File: config.mk
export PLATFORM = sky130hd
export DESIGN_NAME = hilo_issue_ctrl
export DESIGN_NICKNAME = d
export VERILOG_FILES = /design/src/rtl/hilo_issue_ctrl.sv
export SDC_FILE = /design/constraint.sdc
export NUM_CORES = 1
export LEC_CHECK = 0
export CORE_MARGIN = 2
export CORE_UTILIZATION = 60
export CTS_CLUSTER_DIAMETER = 50
export CTS_CLUSTER_SIZE = 10
export DETAILED_ROUTE_END_ITERATION = 8
export DONT_BUFFER_PORTS = 1
export HOLD_SLACK_MARGIN = 0.03
export PLACE_DENSITY = 0.84
export SYNTH_ARGS = -nofsm -noshare
export SYNTH_HDL_FRONTEND = slang
export SYNTH_SLANG_ARGS = --single-unit
File: constraint.sdc
create_clock -name clk -period 4.5 [get_ports clk]
set_clock_uncertainty 0.05 [all_clocks]
set_input_delay 0.675 -clock clk [delete_from_list [all_inputs] [get_ports clk]]
set_output_delay 0.675 -clock clk [all_outputs]
set_load 0.005 [all_outputs]
File: src/rtl/hilo_issue_ctrl.sv
// HI/LO issue controller between the EX stage and the multiply/divide unit.
// Handles request stalling, architectural HI/LO storage and the unit's handshakes.
module hilo_issue_ctrl #(
  parameter int LAT_W = 16
) (
  input  logic             clk,
  input  logic             reset,
  input  logic             req_valid,
  input  logic [2:0]       req_op,
  input  logic [31:0]      req_rs,
  input  logic [31:0]      req_rt,
  output logic             req_ready,
  output logic [31:0]      rd_data,
  output logic             busy,
  output logic [LAT_W-1:0] last_lat,
  output logic [31:0]      md_in_src0,
  output logic [31:0]      md_in_src1,
  output logic [1:0]       md_in_op,
  output logic             md_in_sign,
  output logic             md_in_valid,
  input  logic             md_in_ready,
  output logic             md_out_ready,
  input  logic             md_out_valid,
  input  logic [31:0]      md_out_res0,
  input  logic [31:0]      md_out_res1,
  output logic [1:0]       dbg_state
);

  // Handshake rule: a transfer happens on a rising edge where valid and ready
  // are both high; valid never depends on ready and is held until the transfer.
  typedef enum logic [1:0] {
    S_IDLE  = 2'd0,
    S_ISSUE = 2'd1,
    S_WAIT  = 2'd2
  } state_t;

  state_t           state;
  state_t           state_nxt;
  logic [31:0]      hi_q;
  logic [31:0]      lo_q;
  logic [LAT_W-1:0] lat_cnt;
  logic [LAT_W-1:0] lat_cnt_inc;
  logic             accept;
  logic             md_start;
  logic             mt_hi;
  logic             mt_lo;
  logic             in_fire;
  logic             out_fire;

  assign req_ready    = reset && (state == S_IDLE);
  assign md_in_valid  = (state == S_ISSUE);
  assign md_out_ready = (state == S_WAIT);
  assign dbg_state    = state;

  assign accept      = req_valid && req_ready;
  assign md_start    = accept && !req_op[2];
  assign mt_hi       = accept && (req_op == 3'd4);
  assign mt_lo       = accept && (req_op == 3'd5);
  assign in_fire     = md_in_valid && md_in_ready;
  assign out_fire    = md_out_valid && md_out_ready;
  assign lat_cnt_inc = (&lat_cnt) ? lat_cnt : lat_cnt + 1'b1;

  always_comb begin
    state_nxt = state;
    case (state)
      S_IDLE:  if (md_start) state_nxt = S_ISSUE;
      S_ISSUE: if (in_fire)  state_nxt = S_WAIT;
      S_WAIT:  if (out_fire) state_nxt = S_IDLE;
      default: state_nxt = S_IDLE;
    endcase
  end

  // Reads see the stored value; a same-cycle MTHI/MTLO shows up one cycle later.
  always_comb begin
    rd_data = '0;
    case (req_op)
      3'd6:    rd_data = hi_q;
      3'd7:    rd_data = lo_q;
      default: rd_data = '0;
    endcase
  end

  always_ff @(posedge clk or negedge reset) begin
    if (!reset) begin
      state <= S_IDLE;
      busy  <= 1'b0;
    end else begin
      state <= state_nxt;
      busy  <= (state_nxt != S_IDLE);
    end
  end

  // Operands and op code are frozen at accept so the offer stays stable in ISSUE.
  always_ff @(posedge clk or negedge reset) begin
    if (!reset) begin
      md_in_src0 <= '0;
      md_in_src1 <= '0;
      md_in_op   <= 2'b00;
      md_in_sign <= 1'b0;
    end else if (md_start) begin
      md_in_src0 <= req_rs;
      md_in_src1 <= req_rt;
      md_in_op   <= req_op[1] ? 2'b10 : 2'b01;
      md_in_sign <= !req_op[0];
    end else if (out_fire) begin
      md_in_op   <= 2'b00;
    end
  end

  always_ff @(posedge clk or negedge reset) begin
    if (!reset) begin
      lat_cnt  <= '0;
      last_lat <= '0;
    end else begin
      if (md_start) begin
        lat_cnt <= '0;
      end else if (state != S_IDLE) begin
        lat_cnt <= lat_cnt_inc;
      end
      if (out_fire) begin
        last_lat <= lat_cnt_inc;
      end
    end
  end

  always_ff @(posedge clk or negedge reset) begin
    if (!reset) begin
      hi_q <= '0;
      lo_q <= '0;
    end else if (out_fire) begin
      hi_q <= md_out_res1;
      lo_q <= md_out_res0;
    end else begin
      if (mt_hi) hi_q <= req_rs;
      if (mt_lo) lo_q <= req_rs;
    end
  end

endmodule

Word level (Yosys, flattened, before mapping)
Cells that the tools add are included.
Widths: inputs -> output; s select.

word-level totals
  logic and storage cells = 49
  register bits after elaboration = 166
  input bits = 136

operators by class
  reduce and logical (&&, ||, !) cells = 17
  equality and inequality tests = 6
  add/sub/neg operators = 1
  multiplexer cells = 15

operators with widths
  cell                   number
  $mux 32                4
  $pmux 32 s2            1
  $mux 16                3
  $add 16x1->16 const B  1
  $reduce_and 16->1      1
  $eq 3x3->1 const B     4
  $mux 2                 6
  $reduce_bool 2->1      6
  $logic_and 1x1->1      7
  $pmux 2 s3             1
  $eq 2x1->1 const B     1
  $eq 2x2->1 const B     1
  $logic_not 1->1        2
  $logic_not 2->1        1

Depth between registers and ports, before layout
Gate-level depths: netlist of run 1.

  depth in word-level cells = 7
  mapped depth = 7

Worst setup path before layout of run 1
OpenSTA, ideal clock, no wires.

  path kind = input -> output
  from = in req_op[2]
  to = out rd_data[0]
  stages = 4
  data arrival time = 1.409 ns
  slack = 2.366 ns
  cells stage by stage = nand2_1 nor2_1 clkbuf_1 a22o_1

between the ends
  word-level cells in the longest chain between the ends = 2

RTL lines
  element             RTL line  RTL
  start: declaration  9         input logic [2:0] req_op,
  $eq 3x3->1          76        case (req_op)
  $pmux 32 s2 *       76
  end: declaration    13        output logic [31:0] rd_data,

Mark *: on every way between the ends. The rest lies on a longest branch, timed or not.

Final worst setup path of run 1
  from = reg state[1], in the netlist dbg_state[1]
  to = reg lo_q[23]

between the ends
  word-level cells in the longest chain between the ends = 5

RTL lines
  element                             RTL line  RTL
  start: declaration                  37        state_t state;
  start signal: assignment            88        state <= state_nxt;
  $logic_not 2->1                     50        assign req_ready = reset && (state == S_IDLE);
  $logic_and 1x1->1                   50
  $logic_and 1x1->1                   55        assign accept = req_valid && req_ready;
  $logic_and 1x1->1                   58        assign mt_lo = accept && (req_op == 3'd5);
  $reduce_bool 2->1 (no source line)  -
  end signal: assignment              132       lo_q <= md_out_res0;
  end signal: assignment              135       if (mt_lo) lo_q <= req_rs;
  end: declaration                    40        logic [31:0] lo_q;

Several ways; a longest one is shown, not always the timed one.
A chain may end at the register's enable or synchronous reset.

==> results of run 1 <==
[flip-flops by register name, summed over array words and instances, names as in the netlist]
register	cells
md_in_op	2
lo_q	32
md_in_src1	32
dbg_state	2
md_in_src0	32
busy	1
md_in_sign	1
last_lat	16
hi_q	32
lat_cnt	16
[cells by family (layout without fill, tap and decap cells)]
logic type,after synthesis,in the layout,synth area share
simple gates,426,426,0.230
compound gates,187,187,0.174
flops,166,166,0.549
buf+inv,66,48,0.0347
mux,8,8,0.0107
fa+ha+maj,1,1,0.00165
[critical path, stage by stage, from the launching register on]
cell	delay, ns
dfrtp_1	0.47
or2_1	0.56
o41a_2	1.06
a21oi_1	0.16
a21o_1	0.22
[path summary, 6_finish.rpt]
check / start / to / cells after the start
max in group asynchronous: reset / lo_q[20] / 0
max reg2reg: dbg_state[1] / lo_q[23] / 4
min in group clk: req_rs[10] / md_in_src0[10] / 2
max: dbg_state[1] / lo_q[23] / 4
min: reset / md_in_src0[9] / 0
min reg2reg: lo_q[7] / lo_q[7] / 1
[per-stage QoR]
step | cells | utilization
floorplan | 854 | -
global placement | 976 | 0.612
detailed placement | 976 | 0.612
CTS | 1008 | 0.666
global route | 1008 | 0.666
finish | 1008 | 0.666
[layout make-up]
cell class / count / share of cell area
inverter: 7 / 0.00316
clock inverter: 12 / 0.0271
sequential: 166 / 0.500
clock buffer: 20 / 0.0538
tap: 172 / 0.0259
multi-input combinational: 622 / 0.382
timing repair buffer: 9 / 0.00814
[layer usage]
metal	part of all wire	wire, um	global-route usage
met1	0.38	7510	0.366
met5	0	0	0
met3	0.10	2060	0.0893
met4	0.037	736	0.150
met2	0.48	9370	0.455
[cells in the mapped netlist, drive strengths merged, types with 2 or more instances]
| library cell | number |
|---|---|
| a211oi | 4 |
| a21o | 32 |
| a21oi | 40 |
| a22o | 35 |
| a31oi | 40 |
| and2 | 3 |
| and3 | 2 |
| buf | 12 |
| clkbuf | 47 |
| dfrtp | 166 |
| inv | 7 |
| mux2i | 7 |
| nand2 | 322 |
| nand2b | 2 |
| nand3 | 11 |
| nand3b | 3 |
| nand4 | 7 |
| nor2 | 48 |
| nor3 | 10 |
| nor4 | 3 |
| o211a | 2 |
| o211ai | 3 |
| o21ai | 12 |
| o31a | 2 |
| o31ai | 6 |
| or2 | 4 |
| or3 | 7 |
[report_power, final]
group | switching [W] | leakage [nW] | internal [W]
Clock | 0.000581 | 0.316 | 0.00106
Combinational | 0.000392 | 1.62 | 0.000346
Sequential | 0.000391 | 2.06 | 0.00200
[cell usage in the layout, fill, tap and decap left out, types with 2 or more instances in the layout]
cell type / synthesis / routed
or2_2: 3 / 3
inv_1: 7 / 7
clkinvlp_4: 0 / 3
or3_1: 7 / 6
a211oi_1: 4 / 4
o31ai_1: 6 / 6
clkbuf_1: 47 / 2
and2_1: 3 / 3
nor4_1: 3 / 3
nand3b_1: 3 / 3
buf_4: 0 / 9
a22o_1: 35 / 35
nand2_1: 322 / 322
o211a_1: 2 / 2
a21o_1: 32 / 32
nor2_1: 48 / 45
nor3_1: 9 / 9
mux2i_1: 7 / 7
clkbuf_16: 0 / 17
a31oi_1: 40 / 40
o31a_1: 2 / 2
and3_1: 2 / 2
dfrtp_1: 166 / 166
nand2b_1: 2 / 2
nand4_2: 2 / 2
clkinv_4: 0 / 2
nand3_1: 10 / 10
bufinv_16: 0 / 6
nand4_1: 5 / 5
nor2_2: 0 / 2
o211ai_1: 2 / 2
o21ai_0: 11 / 11
a21oi_1: 40 / 40
==> results.cfg, run 1 <==
[worst_setup_path]
endpoint_kind = flip-flop
cp-start-kind = flip-flop
rrSetupSlack_ns = 1.81
crit_arrival_ns = 2.94
crit_type = reg2reg
worst_ep_required_time_ns = 4.75
crit_fanout = 64

[die]
rows = 41
pin_count = 257
die_w_um = 116
core_area_sq_um = 12500
dieArea_sq_um = 13500
initial_utilization = 0.607
die_y_um = 116

[placed_design]
dp_hpwl_um = 13200
dpl_cell_area_sq_um = 7630
port_buffers = 0
gp_congestion = 0.883
dpl_worst_slack_ns = 1.84

[routing]
drtAntennaViolNets = 0
dr.pass1.iters = 5
drc = 0
post_drt_wl_per_cell_um = 19.5
finalWirelength_um = 19700
vias_per_cell = 6.16
drt_iter0_drc = 635
vias = 6208

[power_and_ir_drop]
vdd_ir_drop_max_mv = 0.336
leakagePower_nw = 4.00
p_per_area_nw_per_um2 = 574
p_total_w = 0.00477

[logic_synthesis]
synthTopCellsByArea = dfrtp_1 (55%), nand2_1 (16%), a22o_1 (4.1%), a31oi_1 (3.3%), a21o_1 (3.2%)
synthFlopType = dfrtp_1
yosysSeqAreaShare = 0.549
ys_types = 50
ys_warn_count = 0
synth_nets = 991
avgSynthCellArea_sq_um = 8.86
synth_top_cell_by_area = dfrtp_1
synth_top_area_share = 0.549
synth_seq_cells = 166
synth_cells = 854
synthArstFlopShare = 1.00
synth_area_sq_um = 7570
synth_edf_count = 0

[clocking]
cts_tree = yes
worstSkewPairLatency_ns = 0.42
cts_setup_buffers = 0
cts_buffer_depth = 2
cts.sinks = 166
htreeDepth = 4
cts_buffers = 17
clkTransAtPathRegs_ns = 0.06
ctsResizeCount = 0
cts-root-buf = clkbuf_16

[sta]
hold_viol = 166
worst_pin_slew_ns = 1.22
hold_ws_ns = -0.0996
setup_viol = 0
fmax_mhz = 372
setup_ws_ns = 1.81
finalSetupTns_ns = 0
fin_crit_sh = 0.597
slew_viol_final = 0
slew_headroom = 0.188
period_minus_slack_ns = 2.69
rsz0062_at_grt = no

[final_layout]
diodes = 0
drive_gt1_frac = 0.0658
nNetsFinal = 960
seq_area_sq_um = 4150
multi_input_area_sq_um = 3170
num-fill-cells = 975
stdcell_area_sq_um = 8300
syn_to_final_growth_pct = 9.70

[global_route]
grt_pass1_wl_um = 30100
overflow = 0
grt_max_degree = 170
antenna_found_initial = 0
grt_pass1_vias = 6060
grtUsageTotal = 0.290

[outcome]
status = finished, violations left
violations = hold timing

[min_path]
hold_path_class = in2async

[flow_run]
cap_violations = 0
(Power assumes the default switching activity.)
==> run 2, diff against run 1 <==
- CORE_UTILIZATION: 60 -> 57
- PLACE_DENSITY: 0.84 -> 0.83
- clock period: 4.5 -> 2.36 ns (I/O delays scaled with it)
==> results.cfg, run 2 (synthesis gave the netlist of run 1 again) <==
[die]
dieArea_sq_um = 14200
core_area_sq_um = 13100
die_w_um = 119
rows = 42
pin_count = 257
die_y_um = 119
initial_utilization = 0.578

[power_and_ir_drop]
seq_power_share = 0.520
p_total_w = 0.00869
p_clk_frac = 0.298
p_per_area_nw_per_um2 = 935
leakagePower_nw = 4.44
combPwrFrac = 0.183
power_switching_w = 0.00257
swShare = 0.295
vdd_ir_drop_max_mv = 0.584
power.internal_w = 0.00612

[worst_setup_path]
crit_path_max_incr_delay_ns = 0.54
cp_cell_sequence = or2_1, or3_2, buf_4, o21ai_0, or2_2
crit_fanout = 62
cp-start-kind = flip-flop
cp_slowest_cell = buf_4
endpoint_kind = flip-flop
worst_ep_required_time_ns = 2.61
path_buf_inv = 1
crit_arrival_ns = 2.42
crit_type = reg2reg
cp_top_family = simple AND/OR/NAND/NOR gates

[routing]
drt_iter0_drc = 550
vias_per_cell = 6.00
drtAntennaViolNets = 0
vias = 6740
dr.pass1.iters = 5
drc = 0
post_drt_wl_per_cell_um = 19.2
finalWirelength_um = 21600

[final_layout]
drive_gt1_frac = 0.0759
final_common_cell = nand2_1
layout_common_cells = nand2_1 (322), dfrtp_1 (166), dlygate4sd3_1 (94), nor2_1 (45)
multi_input_area_sq_um = 3170
num-fill-cells = 927
nNetsFinal = 1073
seq_area_sq_um = 4150
diodes = 0
syn_to_final_growth_pct = 22.8

[sta]
slew_viol_final = 0
rsz0062_at_grt = no
period_minus_slack_ns = 2.18
setup_viol = 0
fin_crit_sh = 0.922
finalSetupTns_ns = 0
fmax_mhz = 460
worst_pin_slew_ns = 0.686
hold_viol = 166
hold_ws_ns = -0.422
slew_headroom = 0.539

[global_route]
grt_pass1_wl_um = 34300
grt_max_degree = 170
grtUsageTotal = 0.308
antenna_found_initial = 0
grt_pass1_vias = 6846
overflow = 0

[clocking]
cts-root-buf = clkbuf_16
worstSkewPairLatency_ns = 0.42
cts_tree = yes
ctsResizeCount = 0
clkTransAtPathRegs_ns = 0.06
cts_buffers = 17
ctsHoldBuffers = 94
htreeDepth = 4
cts_buffer_depth = 2
cts_setup_buffers = 0
cts.sinks = 166

[min_path]
hold_path_class = in2async

[placed_design]
port_buffers = 0
dp_hpwl_um = 13100
gp_congestion = 0.870

[outcome]
status = finished, violations left
violations = hold timing

[flow_run]
cap_violations = 0
[run 2: changes by cell type in the layout (fill, tap and decap cells not counted)]
| cell | delta |
|---|---|
| clkinv_2 | +2 |
| dlygate4sd3_1 | +94 |
| buf_12 | +2 |
| clkbuf_8 | +2 |
| buf_4 | +17 |
| bufinv_16 | -5 |
| clkinvlp_4 | +1 |
| clkinv_4 | -2 |
| clkbuf_1 | +1 |
[run 2: path summary, 6_finish.rpt]
kind                                  from            end  slack (ns)  depth (start not counted)
max                           dbg_state[0]           busy        0.18                          5
min                                  reset  md_in_src1[3]       -0.42                          0
max reg2reg                   dbg_state[0]           busy        0.18                          5
min reg2reg                       lo_q[20]       lo_q[20]        0.43                          1
max in group asynchronous            reset        hi_q[4]        2.44                          0
min in group clk           md_out_res1[15]       hi_q[15]        0.05                          2
[run 2: layer usage]
| metal | GRT usage | vias up | wire (um) |
|---|---|---|---|
| met4 | 0.172 | 0 | 862 |
| met1 | 0.376 | 3231 | 8330 |
| li1 | - | 3060 | - |
| met2 | 0.490 | 374 | 10500 |
| met5 | 0 | - | 0 |
| met3 | 0.0929 | 75 | 1930 |
[run 2: power groups by stage]
stage | clock, W | combinational [W] | sequential (W)
after floorplan | 0 | 0.00115 | 0.00435
after global placement | 0 | 0.00135 | 0.00450
after detailed placement | 0 | 0.00143 | 0.00453
after CTS | 0.00265 | 0.00155 | 0.00449
after global routing | 0.00275 | 0.00178 | 0.00463
final | 0.00259 | 0.00159 | 0.00451
[run 2: layout make-up]
| cell class | count | area share |
|---|---|---|
| multi-input cells | 622 | 0.341 |
| flip-flops and latches | 166 | 0.447 |
| clock inverters | 8 | 0.00807 |
| well taps | 176 | 0.0237 |
| clock buffers | 23 | 0.0514 |
| inverters | 7 | 0.00283 |
| repair buffers | 122 | 0.126 |
[run 2: through the flow]
step | hold WS [ns] | utilization | setup WS [ns] | cell area (sq um) | instances
6_report | -0.422 | 0.711 | 0.185 | 9300 | 1124
3_5_place_dp | 0.0114 | 0.596 | 0.239 | 7800 | 999
3_3_place_gp | 0.0112 | 0.596 | 0.312 | 7800 | 999
2_1_floorplan | 0.00841 | - | 0.374 | 7570 | 854
4_1_cts | -0.446 | 0.711 | 0.234 | 9300 | 1124
5_1_grt | -0.446 | 0.711 | 0.0217 | 9300 | 1124
[run 2: worst reg2reg max path: cells and delay by family (launching register included)]
kind                   cells  cell delay (ns)
buffers and inverters      1             0.54
and+or+nand+nor            3             0.87
DFF                        1             0.34
AOI/OAI and AO/OA          1             0.26
